File: config.mk
export PLATFORM = sky130hd
export DESIGN_NAME = seg_scan_driver
export DESIGN_NICKNAME = d
export VERILOG_FILES = /design/src/rtl/seg_scan_driver.sv
export SDC_FILE = /design/constraint.sdc
export NUM_CORES = 1
export LEC_CHECK = 0
export ABC_AREA = 1
export BUFFER_PORTS_ARGS = -buffer_cell sky130_fd_sc_hd__buf_2
export CELL_PAD_IN_SITES_DETAIL_PLACEMENT = 2
export CELL_PAD_IN_SITES_GLOBAL_PLACEMENT = 2
export CORE_UTILIZATION = 34
export DETAILED_ROUTE_END_ITERATION = 16
export PLACE_DENSITY = 0.76
export SETUP_SLACK_MARGIN = 0.02
export SYNTH_ARGS = -nofsm -noshare
export SYNTH_HDL_FRONTEND = slang
export SYNTH_SLANG_ARGS = --single-unit
File: constraint.sdc
create_clock -name clk -period 4.1 [get_ports clk]
set_input_delay 0 -clock clk [delete_from_list [all_inputs] [get_ports clk]]
set_output_delay 0 -clock clk [all_outputs]
set_load 0.02 [all_outputs]
File: src/rtl/seg_scan_driver.sv
// seg_scan_driver: multiplexed 4-digit MM:SS seven-segment scanner with adjust-mode field blinking.
module seg_scan_driver #(
  parameter int SCAN_DIV  = 100000,
  parameter int BLINK_DIV = 25000000
) (
  input  logic       clk,
  input  logic       rst,
  input  logic [5:0] minutes,
  input  logic [5:0] seconds,
  input  logic       adjust,
  input  logic       select,
  output logic [6:0] seg,
  output logic [3:0] an,
  output logic       dp
);
  localparam int SW = $clog2(SCAN_DIV + 1);
  localparam int BW = $clog2(BLINK_DIV + 1);
  localparam logic [SW-1:0] SCAN_MAX  = SW'(SCAN_DIV - 1);
  localparam logic [BW-1:0] BLINK_MAX = BW'(BLINK_DIV - 1);
  logic [SW-1:0] scan_cnt;
  logic [BW-1:0] blink_cnt, next_blink;
  logic [1:0]    idx, next_idx;
  logic [5:0]    snap_min, snap_sec, next_min, next_sec, value;
  logic [3:0]    digit;
  logic          phase, next_phase, primed, adjust_d;
  logic          scan_wrap, blink_wrap, frame, rise, blank;
  function automatic logic [6:0] enc(input logic [3:0] d);
    case (d)
      4'd0: enc = 7'b1000000;
      4'd1: enc = 7'b1111001;
      4'd2: enc = 7'b0100100;
      4'd3: enc = 7'b0110000;
      4'd4: enc = 7'b0011001;
      4'd5: enc = 7'b0010010;
      4'd6: enc = 7'b0000010;
      4'd7: enc = 7'b1111000;
      4'd8: enc = 7'b0000000;
      4'd9: enc = 7'b0010000;
      default: enc = 7'b1111111;
    endcase
  endfunction
  // The first edge out of reset opens a frame, so it captures like a 3->0 wrap.
  always_comb begin
    scan_wrap  = scan_cnt == SCAN_MAX;
    blink_wrap = blink_cnt == BLINK_MAX;
    frame      = !primed || (scan_wrap && idx == 2'd3);
    next_min   = frame ? minutes : snap_min;
    next_sec   = frame ? seconds : snap_sec;
    rise       = adjust && !adjust_d;
    next_blink = (rise || blink_wrap) ? '0 : blink_cnt + 1'b1;
    next_phase = rise ? 1'b1 : (blink_wrap ? !phase : phase);
    next_idx   = idx + 2'(scan_wrap);
    value      = next_idx[1] ? next_min : next_sec;
    digit      = next_idx[0] ? 4'(value / 6'd10) : 4'(value % 6'd10);
    blank      = adjust && !next_phase && (next_idx[1] == select);
  end
  // Outputs are decoded from post-edge state so they always describe the new digit.
  always_ff @(posedge clk) begin
    if (!rst) begin
      scan_cnt  <= '0;
      idx       <= '0;
      blink_cnt <= '0;
      phase     <= 1'b1;
      snap_min  <= '0;
      snap_sec  <= '0;
      primed    <= 1'b0;
      adjust_d  <= 1'b0;
      an        <= 4'b1111;
      seg       <= 7'b1111111;
      dp        <= 1'b1;
    end else begin
      scan_cnt  <= scan_wrap ? '0 : scan_cnt + 1'b1;
      idx       <= next_idx;
      blink_cnt <= next_blink;
      phase     <= next_phase;
      snap_min  <= next_min;
      snap_sec  <= next_sec;
      primed    <= 1'b1;
      adjust_d  <= adjust;
      if (scan_wrap) begin
        an  <= ~(4'b0001 << next_idx);
        seg <= blank ? 7'b1111111 : enc(digit);
        dp  <= next_idx != 2'd2;
      end
    end
  end
endmodule

==> metrics.yaml <==
placement:
  place.gp.congestion: 0.833
  placed_area_sq_mm: 0.00391
  numPortBuffers: 27
  dpl.hpwl_microns: 7770
routing:
  vias_per_cell: 4.92
  post-route-drc-count: 0
  drt-initial-drc-count: 57
  wl_per_cell_microns: 14.9
  antenna_left: 0
  num_vias: 3485
  firstDrtPassIters: 4
  drt_wl_total_microns: 10600
min_path:
  hp-class: "primary input to register"
cts:
  cts_tree: "done"
  clkTransAtPathRegs_ns: 0.08
  cts_max_level: 3
  clkSinkCount: 70
  cts_buffers: 9
  root_buffer: "clkbuf_8"
  clockBufferDepth: 2
  clock_latency_ns: 0.35
synthesis:
  yosys.cell_types.count: 37
  synthCells: 516
  ys_ff_latch: 70
  syn_nets: 537
  synth_top_cell_area_share_pct: 38.4
  yosysWarningCount: 0
  synth.avg_cell_area_sq_um: 7.07
  netlist_area_sq_mm: 0.00365
  synthTopCellsByArea: "dfxtp_1, nand2_1, inv_1"
  synth_top_area_cell: "dfxtp_1"
  seq_area_frac_synth_pct: 38.4
critical_path:
  crit_path_top_delay_cell: "dfxtp_2"
  max_stage_delay_ns: 0.36
  worst_ep_required_time_ns: 4.39
  critical_path_class: "register to register"
  crit_path_end_kind: "register"
  cp.arrival_ns: 4.13
  cp_max_fo: 6
  worstSetupStartpointType: "register"
power_and_ir_drop:
  total_power_mw: 1.60
  powerDensity_mw_per_mm2: 367
  vdd_drop_max_uv: 156
  power.leakage_nw: 1.87
timing:
  finalSetupViolations: 0
  worstMarginPinSlew_ns: 0.772
  skew_ns: 0.0117
  slew_headroom_pct: 48.5
  hold_viol: 0
  fmax_mhz: 260
  slew_violations: 0
  min_period_over_period_pct: 93.9
  period_minus_slack_ns: 3.85
finish:
  drive_gt1_share_pct: 21.5
  final_cell_mix: "nand2_1, inv_1, dfxtp_1, nor2_1, nand3_1"
  diodes: 0
  finish.utilization_pct: 42.1
  synthToLayoutAreaGrowth_pct: 19.8
  postLayoutCellArea_sq_mm: 0.00437
  final_common_cell: "nand2_1"
  nets: 589
floorplanning:
  die_w_microns: 106
  io_pins: 28
  die_y_microns: 106
  dieArea_sq_mm: 0.0111
  initial_utilization_pct: 35.2
  fp-row-count: 37
  core_area_sq_mm: 0.0104
grt:
  grt_overflow: 0
  antenna_found_initial: 0
  grt_pass1_vias: 3828
  grt_pass1_wl_microns: 17600
  track_usage_pct: 19.9
  grt_max_degree: 22
run:
  max_cap_viol_count: 0
status:
  outcome: "finished clean"
-- report_power, final --
group	switching, mW	total [mW]	internal (mW)
Combinational	0.168	0.268	0.0993
Sequential	0.00720	0.699	0.692
Clock	0.279	0.638	0.358
-- repair_timing --
action,CTS,global route
hold buffers,11,0
hold endpoints to repair,13,0
resized for setup,0,23
setup endpoints to repair,0,7
setup buffers,0,8
-- path summary, 6_finish.rpt --
| kind | cells past startpoint | slack (ns) | from | to |
|---|---|---|---|---|
| max | 30 | 0.25 | scan_cnt[8] | seg[3] |
| min | 5 | 0.03 | seconds[1] | snap_sec[1] |
| max reg2reg | 30 | 0.25 | scan_cnt[8] | seg[3] |
| min reg2reg | 1 | 0.42 | scan_cnt[0] | scan_cnt[0] |
-- registers in the layout (all words and copies together) (netlist names) --
| name | flops |
|---|---|
| snap_min | 6 |
| primed | 1 |
| snap_sec | 6 |
| an | 4 |
| phase | 1 |
| idx | 2 |
| scan_cnt | 17 |
| blink_cnt | 25 |
| seg | 7 |
| adjust_d | 1 |
-- critical path, delay by kind of cell, from the launching register on --
family | cells | cell delay (ns)
and+or+nand+nor | 20 | 1.96
adders and majority gates | 3 | 0.78
buffers and inverters | 5 | 0.40
DFF | 1 | 0.36
AOI/OAI and AO/OA | 2 | 0.29
-- cell families after synthesis --
| logic type | after synthesis | share of synthesized area, % |
|---|---|---|
| buffers and inverters | 91 | 10.4 |
| flip-flops | 70 | 38.4 |
| AO/OA/AOI/OAI | 55 | 8.48 |
| AND/OR/NAND/NOR | 287 | 39.0 |
| multiplexers | 2 | 0.549 |
| adder cells (fa/ha/maj) | 5 | 1.72 |
| XOR/XNOR | 6 | 1.44 |
-- metal layers --
metal	vias up	share of wire (%)	track usage, %
li1	1741	-	-
met1	1703	46	23.2
met2	29	51	36.5
met3	12	2.1	3.83
met4	0	1.5	6.45
met5	-	0	0
-- final cells by class --
class                           count  area, sq um
Inverter                           83          314
Tap cell                          136          170
Clock inverter                      4         70.1
Multi-Input combinational cell    355         1930
Clock buffer                       12          145
Fill cell                        1264         6000
Timing Repair Buffer               49          332
Sequential cell                    70         1410
-- Yosys cell counts, drive strengths merged --
library cell,count
a21oi,29
a221oi,1
a31oi,4
and3,1
buf,6
clkbuf,2
clkinv,3
dfxtp,70
ha,5
inv,80
mux2i,2
nand2,127
nand3,48
nand4,6
nor2,70
nor3,18
nor3b,4
nor4,5
nor4b,1
o211ai,1
o21a,3
o21ai,17
or2,7
xnor2,1
xor2,5
-- metrics by stage --
| step | TNS (ns) | setup slack, ns | instances | hold slack [ns] |
|---|---|---|---|---|
| 5_1_grt | -0.146 | -0.0791 | 709 | 0.0476 |
| 4_1_cts | 0 | 0.0307 | 701 | 0.0109 |
| 3_5_place_dp | 0 | 0.0724 | 674 | 0.174 |
| 6_report | 0 | 0.252 | 709 | 0.0312 |
| 3_3_place_gp | 0 | 0.328 | 674 | 0.172 |
| 2_1_floorplan | 0 | 0.495 | 516 | 0.0277 |
Note: power is estimated with default switching activity, not from simulation.
